**src/rtl/scpad_wr_router_if.sv**
```systemverilog
// Write-router request, response and completion types, plus the bundle that carries
// FE/BE requests, the selected request to the bank stage and completion responses.
package scpad_wr_pkg;

  typedef enum logic {
    SRC_FE = 1'b0,
    SRC_BE = 1'b1
  } src_t;

  typedef struct packed {
    logic [31:0] addr;
    logic [3:0]  dim;
    logic [3:0]  xbar;
    logic [31:0] wdata;
  } wr_req_t;

  typedef struct packed {
    logic        valid;
    src_t        src;
    logic [3:0]  xbar;
    logic [31:0] wdata;
  } sel_wr_req_t;

  typedef struct packed {
    logic complete;
  } wr_res_t;

endpackage

interface scpad_wr_router_if #(
  parameter int unsigned TAG_DEPTH = 4
);
  import scpad_wr_pkg::*;

  logic                       fe_wr_valid;
  wr_req_t                    fe_wr_req;
  logic                       fe_wr_ready;
  logic                       be_wr_valid;
  wr_req_t                    be_wr_req;
  logic                       be_wr_ready;
  sel_wr_req_t                sel_wr_req;
  logic                       sel_wr_ready;
  logic                       bank_wr_done;
  wr_res_t                    fe_wr_res;
  wr_res_t                    be_wr_res;
  logic [$clog2(TAG_DEPTH):0] outstanding;
  logic                       err;

  modport slave (
    input  fe_wr_valid, fe_wr_req, be_wr_valid, be_wr_req, sel_wr_ready, bank_wr_done,
    output fe_wr_ready, be_wr_ready, sel_wr_req, fe_wr_res, be_wr_res, outstanding, err
  );

  modport master (
    output fe_wr_valid, fe_wr_req, be_wr_valid, be_wr_req, sel_wr_ready, bank_wr_done,
    input  fe_wr_ready, be_wr_ready, sel_wr_req, fe_wr_res, be_wr_res, outstanding, err
  );

endinterface

```
**src/rtl/scpad_wr_router.sv**
```systemverilog
// Scratchpad write router: BE-priority arbitration with FE anti-starvation, a registered
// output stage, and an in-order source-tag FIFO steering bank completions back to FE/BE.
module scpad_wr_router
  import scpad_wr_pkg::*;
#(
  parameter int unsigned TAG_DEPTH    = 4,
  parameter int unsigned STARVE_LIMIT = 4
) (
  input logic              clk,
  input logic              rst,
  scpad_wr_router_if.slave bus
);

  localparam int unsigned PtrW = $clog2(TAG_DEPTH);
  localparam int unsigned CntW = PtrW + 1;
  localparam int unsigned StW  = $clog2(STARVE_LIMIT + 1);

  sel_wr_req_t          sel_q;
  wr_res_t              fe_res_q, be_res_q;
  logic [TAG_DEPTH-1:0] tag_q;  // 1 = BE
  logic [PtrW-1:0]      wr_ptr_q, rd_ptr_q;
  logic [CntW-1:0]      count_q;
  logic [StW-1:0]       starve_q, starve_d;
  logic                 err_q;

  logic can_issue, grant_fe, grant_be, push, pop, starved;

  // Space check uses the registered count only: a same-cycle pop never frees a slot.
  assign can_issue = (!sel_q.valid || bus.sel_wr_ready) && (count_q < CntW'(TAG_DEPTH));
  assign starved   = (starve_q == StW'(STARVE_LIMIT));

  always_comb begin
    grant_fe = 1'b0;
    grant_be = 1'b0;
    if (can_issue) begin
      if (bus.fe_wr_valid && bus.be_wr_valid) begin
        grant_fe = starved;
        grant_be = !starved;
      end else begin
        grant_fe = bus.fe_wr_valid;
        grant_be = bus.be_wr_valid;
      end
    end
  end

  always_comb begin
    starve_d = starve_q;
    if (!bus.fe_wr_valid || grant_fe) begin
      starve_d = '0;
    end else if (grant_be && !starved) begin
      starve_d = starve_q + StW'(1);
    end
  end

  assign push = grant_fe || grant_be;
  assign pop  = bus.bank_wr_done && (count_q != '0);

  always_ff @(posedge clk or posedge rst) begin
    if (rst) begin
      sel_q    <= '0;
      fe_res_q <= '0;
      be_res_q <= '0;
      tag_q    <= '0;
      wr_ptr_q <= '0;
      rd_ptr_q <= '0;
      count_q  <= '0;
      starve_q <= '0;
      err_q    <= 1'b0;
    end else begin
      starve_q <= starve_d;

      if (push) begin
        sel_q.valid <= 1'b1;
        sel_q.src   <= grant_be ? SRC_BE : SRC_FE;
        sel_q.xbar  <= grant_be ? bus.be_wr_req.xbar : bus.fe_wr_req.xbar;
        sel_q.wdata <= grant_be ? bus.be_wr_req.wdata : bus.fe_wr_req.wdata;
        tag_q[wr_ptr_q] <= grant_be;
        wr_ptr_q        <= wr_ptr_q + PtrW'(1);
      end else if (bus.sel_wr_ready) begin
        sel_q.valid <= 1'b0;
      end

      fe_res_q.complete <= pop && !tag_q[rd_ptr_q];
      be_res_q.complete <= pop && tag_q[rd_ptr_q];
      if (pop) begin
        rd_ptr_q <= rd_ptr_q + PtrW'(1);
      end

      if (push && !pop) begin
        count_q <= count_q + CntW'(1);
      end else if (pop && !push) begin
        count_q <= count_q - CntW'(1);
      end

      if (bus.bank_wr_done && (count_q == '0)) begin
        err_q <= 1'b1;
      end
    end
  end

  assign bus.fe_wr_ready = grant_fe;
  assign bus.be_wr_ready = grant_be;
  assign bus.sel_wr_req  = sel_q;
  assign bus.fe_wr_res   = fe_res_q;
  assign bus.be_wr_res   = be_res_q;
  assign bus.outstanding = count_q;
  assign bus.err         = err_q;

  // Address and dimension fields are intentionally dropped here.
  logic unused_fields;
  assign unused_fields = ^{bus.fe_wr_req.addr, bus.fe_wr_req.dim,
                           bus.be_wr_req.addr, bus.be_wr_req.dim};

endmodule

```
**src/flat_wrapper.sv**
```systemverilog
// flat-port wrapper written by rule: the top's interface ports become plain ports
module scpad_wr_router_flat import scpad_wr_pkg::*;
#(
  parameter int unsigned TAG_DEPTH    = 4,
  parameter int unsigned STARVE_LIMIT = 4
)
  (clk, rst, bus_fe_wr_valid, bus_fe_wr_req, bus_be_wr_valid, bus_be_wr_req, bus_sel_wr_ready, bus_bank_wr_done, bus_fe_wr_ready, bus_be_wr_ready, bus_sel_wr_req, bus_fe_wr_res, bus_be_wr_res, bus_outstanding, bus_err);
  scpad_wr_router_if #(.TAG_DEPTH(TAG_DEPTH)) bus_i ();
  input logic clk;
  input logic rst;
  input wire logic [$bits(bus_i.fe_wr_valid)-1:0] bus_fe_wr_valid;
  input wire logic [$bits(bus_i.fe_wr_req)-1:0] bus_fe_wr_req;
  input wire logic [$bits(bus_i.be_wr_valid)-1:0] bus_be_wr_valid;
  input wire logic [$bits(bus_i.be_wr_req)-1:0] bus_be_wr_req;
  input wire logic [$bits(bus_i.sel_wr_ready)-1:0] bus_sel_wr_ready;
  input wire logic [$bits(bus_i.bank_wr_done)-1:0] bus_bank_wr_done;
  output wire logic [$bits(bus_i.fe_wr_ready)-1:0] bus_fe_wr_ready;
  output wire logic [$bits(bus_i.be_wr_ready)-1:0] bus_be_wr_ready;
  output wire logic [$bits(bus_i.sel_wr_req)-1:0] bus_sel_wr_req;
  output wire logic [$bits(bus_i.fe_wr_res)-1:0] bus_fe_wr_res;
  output wire logic [$bits(bus_i.be_wr_res)-1:0] bus_be_wr_res;
  output wire logic [$bits(bus_i.outstanding)-1:0] bus_outstanding;
  output wire logic [$bits(bus_i.err)-1:0] bus_err;
  assign bus_i.fe_wr_valid = bus_fe_wr_valid;
  assign bus_i.fe_wr_req = bus_fe_wr_req;
  assign bus_i.be_wr_valid = bus_be_wr_valid;
  assign bus_i.be_wr_req = bus_be_wr_req;
  assign bus_i.sel_wr_ready = bus_sel_wr_ready;
  assign bus_i.bank_wr_done = bus_bank_wr_done;
  assign bus_fe_wr_ready = bus_i.fe_wr_ready;
  assign bus_be_wr_ready = bus_i.be_wr_ready;
  assign bus_sel_wr_req = bus_i.sel_wr_req;
  assign bus_fe_wr_res = bus_i.fe_wr_res;
  assign bus_be_wr_res = bus_i.be_wr_res;
  assign bus_outstanding = bus_i.outstanding;
  assign bus_err = bus_i.err;
  scpad_wr_router #(.TAG_DEPTH(TAG_DEPTH), .STARVE_LIMIT(STARVE_LIMIT)) u_core (.clk(clk), .rst(rst), .bus(bus_i));
endmodule
```
**config.mk**
```make
export PLATFORM = sky130hd
export DESIGN_NAME = scpad_wr_router_flat
export DESIGN_NICKNAME = d
export VERILOG_FILES = /design/src/rtl/scpad_wr_router_if.sv /design/src/rtl/scpad_wr_router.sv /design/src/flat_wrapper.sv
export SDC_FILE = /design/constraint.sdc
export NUM_CORES = 1
export LEC_CHECK = 0
export ABC_AREA = 1
export BUFFER_PORTS_ARGS = -buffer_cell sky130_fd_sc_hd__buf_2
export CORE_MARGIN = 3
export CORE_UTILIZATION = 45
export DETAILED_ROUTE_END_ITERATION = 8
export MAX_ROUTING_LAYER = met4
export PLACE_DENSITY = 0.8
export SLEW_MARGIN = 20
export SYNTH_ARGS = -nofsm -noshare
export SYNTH_HDL_FRONTEND = slang
export SYNTH_SLANG_ARGS = --single-unit
export TNS_END_PERCENT = 20
```
**constraint.sdc**
```tcl
create_clock -name clk -period 3 [get_ports clk]
set_input_delay 0.3 -clock clk [delete_from_list [all_inputs] [get_ports clk]]
set_output_delay 0.3 -clock clk [all_outputs]
set_load 0.005 [all_outputs]
```
== After elaboration in Yosys (flattened, before gate mapping) ==
Cells that the tools add are included.

* Bits of input ports: 150
* Output and inout bits: 46
* Register bits after elaboration: 55

* Order comparisons: 4
* Add/sub/neg operators: 5
* Equality and inequality tests: 1
* Mux-type cells: 18
* Reductions and logical operators: 24

{| class="wikitable"
|+ Operator list
! operator !! number
|-
| $mux W32 || 1
|-
| $mux W3 || 4
|-
| $logic_and A1 B1 Y1 || 10
|-
| $mux W1 || 9
|-
| $add A3 B1 Y3 const B || 2
|-
| $logic_not A1 Y1 || 6
|-
| $lt A2 B3 Y1 const B || 2
|-
| $reduce_bool A2 Y1 || 3
|-
| $add A2 B1 Y2 const B || 2
|-
| $bwmux W4 || 1
|-
| $mux W4 || 1
|-
| $eq A3 B3 Y1 const B || 1
|-
| $logic_not A3 Y1 || 1
|-
| $logic_or A1 B1 Y1 || 3
|-
| $lt A3 B3 Y1 const B || 1
|-
| $reduce_bool A3 Y1 || 1
|-
| $sub A3 B1 Y3 const B || 1
|-
| $bmux W1 S2 || 1
|-
| $demux W1 S2 || 1
|-
| $ge A2 B1 Y1 const B || 1
|}

== Logic depth before layout (Yosys ltp) ==
* Depth in word-level cells: 9
* Gate-level depth with buffers: 11

== Worst setup path before layout ==
Ideal clock, no wire load.

* Path type: register -> register
* Start point: register u_core.sel_q, in the netlist u_core.bus.sel_wr_req[37]
* End point: register u_core.count_q[2] (netlist: u_core.bus.outstanding[2])
* Period minus slack after synthesis: 2.056 ns
* Data arrival time: 1.925 ns
* Path slack: 0.944 ns
* Path buffers: 1
* Stages on the path, launching flop included: 11
* Data required time: 2.869 ns
* Cells stage by stage: dfrtp_1 -> a21oi_4 -> o21ai_2 -> inv_2 -> buf_2 -> ha_1 -> inv_1 -> fa_1 -> a21oi_1 -> o21ai_0 -> xor2_1

* Word-level cells in the longest chain between the ends: 8
* Elaborated cells on any way between the ends: 11

{| class="wikitable"
|+ Ends and longest elaborated chain
! element !! line !! RTL
|-
| start, declared || scpad_wr_router.sv:18 || <nowiki>sel_wr_req_t sel_q;</nowiki>
|-
| $logic_not A1 Y1 (*) || scpad_wr_router.sv:29 || <nowiki>assign can_issue = (!sel_q.valid || bus.sel_wr_ready) && (count_q < CntW'(TAG_DEPTH));</nowiki>
|-
| $logic_or A1 B1 Y1 (*) || scpad_wr_router.sv:29 ||
|-
| $logic_and A1 B1 Y1 (*) || scpad_wr_router.sv:29 ||
|-
| $mux W1 || scpad_wr_router.sv:35 || <nowiki>if (can_issue) begin</nowiki>
|-
| $logic_or A1 B1 Y1 (*) || scpad_wr_router.sv:55 || <nowiki>assign push = grant_fe || grant_be;</nowiki>
|-
| via u_core.push || scpad_wr_router.sv:26 || <nowiki>logic can_issue, grant_fe, grant_be, push, pop, starved;</nowiki>
|-
| $logic_not A1 Y1 || scpad_wr_router.sv:91 || <nowiki>end else if (pop && !push) begin</nowiki>
|-
| $logic_and A1 B1 Y1 || scpad_wr_router.sv:91 ||
|-
| $reduce_bool A2 Y1 (no source line) || -- ||
|-
| end signal, assigned || scpad_wr_router.sv:90 || <nowiki>count_q <= count_q + CntW'(1);</nowiki>
|-
| end signal, assigned || scpad_wr_router.sv:92 || <nowiki>count_q <= count_q - CntW'(1);</nowiki>
|-
| end, declared || scpad_wr_router.sv:22 || <nowiki>logic [CntW-1:0] count_q;</nowiki>
|}

Mark *: on every way through the listed nets, which the timed path passes. The rest lies on a longest branch.
A chain may end at the register's enable or synchronous reset.

== Final worst setup path ==
* Start point: register u_core.sel_q, in the netlist u_core.bus.sel_wr_req[37]
* End point: output port bus_be_wr_ready

* Word-level cells in the longest chain between the ends: 4

{| class="wikitable"
|+ Ends and longest elaborated chain
! element !! line !! RTL
|-
| $logic_not A1 Y1 || scpad_wr_router.sv:29 ||
|-
| $logic_or A1 B1 Y1 || scpad_wr_router.sv:29 ||
|-
| $logic_and A1 B1 Y1 || scpad_wr_router.sv:29 ||
|-
| $mux W1 || scpad_wr_router.sv:35 ||
|-
| end, declared || flat_wrapper.sv:18 || <nowiki>output wire logic [$bits(bus_i.be_wr_ready)-1:0] bus_be_wr_ready;</nowiki>
|}

No other way between the ends.

==> summary.md <==
| Metric | Value |
|---|---|
| Run status | finished, final reports clean |
| Final Skew | 12.4 ps |
| Setup TNS Final | 0 ps |
| Post-Synth XOR/XNOR Area | 1.42% |
| Main combinational cell family by area after synthesis | simple AND/OR/NAND/NOR gates |
| Fin. Hold Viols | 0 |
| Synth top area share | around 45% |
| Top-count cell post-synth | nand2_1 |
| TritonRoute pass-1 iters | 6 |
| Crit start category | flip-flop |
| CP Capture Type | primary output |
| P&R area growth vs syn | 24.0% |
| Syn nets | roughly 570 |
| Leakage power | 2.37 nW |
| Layout cells sized above 1 | a little over a quarter |
| CTS tree | done |
| Yosys cell types | 22 |
| Die height | approximately 90 um |
| Die area | ~7900 um^2 |
| Root Buffer | clkbuf_8 |
| Gate Count Post-Synth | approximately 420 |
| Num CTS Buffers | 5 |
| Synth area leader | dfrtp_1 |
| Worst slew pin tran | slightly below 700 ps |
| Worst path required time | between 2000 and 3000 ps |
| Rel. slew slack | between 50 and 60% |
| Slew Limit Fails | 0 |
| Antenna violations before repair | 0 |
| First-pass GRT wire length | 12.7 mm |
| Drt drc | 0 |
| Peak Freq | 436 MHz |
| Die W | just under 90 um |
| Initial core utilization | between 40% and 50% |
| Global placer's final weighted congestion | between 0.7 and 0.8 |
| ANT nets after route | 0 |
| Synth Area in Simple Gates | 32.0% |
| Syn_area_per_cell | 7.39 um^2 |
| Max Cap Viol | 0 |
| Top-level port count | around 200 |
| Final period util | about three quarters |
| Adder-cell share of the synthesized area | under 10% |
| CTS H-tree depth | 2 |
| Vias per cell | 4.89 |
| Yosys reg bits | 55 |
| RSZ-0062 raised after global routing | false |
| Syn. warnings | 0 |
| Final Util | 58.7% |
| Post-DP HPWL | between 5 and 6 mm |
| Fin nets | ~700 |
| Cell Area, Synth | around 3100 um^2 |
| Post-synthesis mux area share | 0% |
| WL/cell | about 13 um |
| Largest net degree at the start of global routing | between 40 and 50 |
| CP arrival | 2000 ps |
| Crit path max fanout | 20 |
| Placeable Area | between 6000 and 7000 um^2 |
| Commonest cells in the netlist | 134 x nand2_1, 89 x inv_1, 55 x dfrtp_1, 42 x nand3_1, 36 x nand4_1 |
| Post-synth EDFFs | 0 |
| Post-CTS setup buffer count | 0 |
| CTS Sinks | 55 |
| Final min period | around 2300 ps |
| # rows | 29 |
| Sequential share of the synthesized area | 44.8% |
| Vias | about 3000 |
| # setup viols final | 0 |
| Post-synthesis compound-gate area fraction | ~3.2% |
| Post-CTS Resized | 0 |
| PD cells | 841 nW/um^2 |
| Vias in the first global route | approximately 2900 |
| Reg clk slew, reported paths | 100 ps |
| Antenna cells | 0 |
| Synth Flop Type | dfrtp_1 |
| Clk buf depth | 2 |
| Crit Path Category | flip-flop to primary output |
| Asr flop ratio synth | 100% |
| Dominant cells by area after synthesis | dfrtp_1 45%, nand2_1 16%, inv_1 11% |
| 1st-iter DRT viols | between 150 and 200 |
| Peak supply drop | between 0.0003 and 0.0004 V |
| Worst Hold Class | primary input to asynchronous set/reset pin |
| WL final | a little under 8 mm |
| CTS Hold Buffers Added | 0 |
| Insertion delay of the later-clocked pin in the worst-skew pair | around 300 ps |
| Global route overflow | 0 |
| Tot GR Track Use | between 20% and 30% |
| Input/output buffers | around 120 |
-- layer usage --
metal,routed length (um),track usage [%],up-vias
met5,0,-,-
met2,3880,38.1,119
met3,577,2.98,5
li1,-,-,1503
met1,3270,25.4,1350
met4,47,3.71,0
-- flip-flops by register name, summed over array words and instances, names as in the netlist --
name and flops:
u_core.bus.fe_wr_res 1, u_core.tag_q 4, u_core.bus.be_wr_res 1, u_core.bus.sel_wr_req 38
u_core.rd_ptr_q 2, u_core.wr_ptr_q 2, u_core.starve_q 3, u_core.bus.err 1
u_core.bus.outstanding 3
-- critical path, stage by stage (launching register included) --
cell	delay [ps]
dfrtp_1	430
a21oi_4	240
buf_4	270
nand3_2	340
inv_1	250
buf_2	160
-- final timing paths --
kind,startpoint,slack (ps),cells past startpoint,endpoint
worst max-delay path,u_core.bus.sel_wr_req[37],700,5,bus_be_wr_ready
worst min-delay path,rst,90,2,u_core.bus.sel_wr_req[34]
worst max register to register,u_core.bus.sel_wr_req[37],1040,7,u_core.bus.sel_wr_req[2]
worst min register to register,u_core.bus.sel_wr_req[31],480,2,u_core.bus.sel_wr_req[31]
max in group asynchronous,rst,2150,3,u_core.bus.sel_wr_req[23]
min in group clk,bus_bank_wr_done,260,3,u_core.bus.err
-- where the power goes --
group	internal, mW	switching (mW)
clock	0.164	0.227
sequential	1.10	0.220
combinational	0.614	0.886
-- area by class of cell --
cell class | count | area (um^2)
well taps | 77 | 96.3
inverters | 90 | 338
fillers | 613 | 2680
clock buffers | 6 | 72.6
multi-input cells | 248 | 1240
clock inverters | 2 | 12.5
flip-flops and latches | 55 | 1380
repair buffers | 131 | 676
-- layout by cell type, fill, tap and decap left out --
cell type	count
fa_1	1
ha_1	7
nand3_4	1
nand4_1	36
o21ai_0	7
nor2_1	5
nand2_1	134
clkinvlp_4	1
inv_1	88
inv_2	2
clkinv_2	1
xnor2_1	1
xor2_1	4
nand3_1	42
buf_4	8
a21oi_4	1
dfrtp_1	55
buf_2	123
nand3_2	1
o21ai_4	1
a21oi_1	6
clkbuf_1	1
o21bai_1	1
clkbuf_8	5
-- metrics by stage --
step / total power [mW] / hold slack [ps] / cells / area (um^2) / worst slack (ps)
2_1_floorplan: 2.25 / 436 / 416 / 3070 / 944
3_3_place_gp: 2.77 / 446 / 601 / 3730 / 1070
3_5_place_dp: 2.85 / 456 / 601 / 3730 / 1050
4_1_cts: 3.25 / 124 / 609 / 3810 / 702
5_1_grt: 3.53 / 145 / 609 / 3810 / 563
6_report: 3.21 / 90.4 / 609 / 3810 / 705
-- cell families (layout without fill, tap and decap cells) --
kind of cell,count (synthesis),in the layout
compound gates,16,16
xor+xnor,5,5
fa+ha+maj,8,8
buf+inv,113,229
flops,55,55
simple gates,219,219
Power figures use the tool's default switching activity.
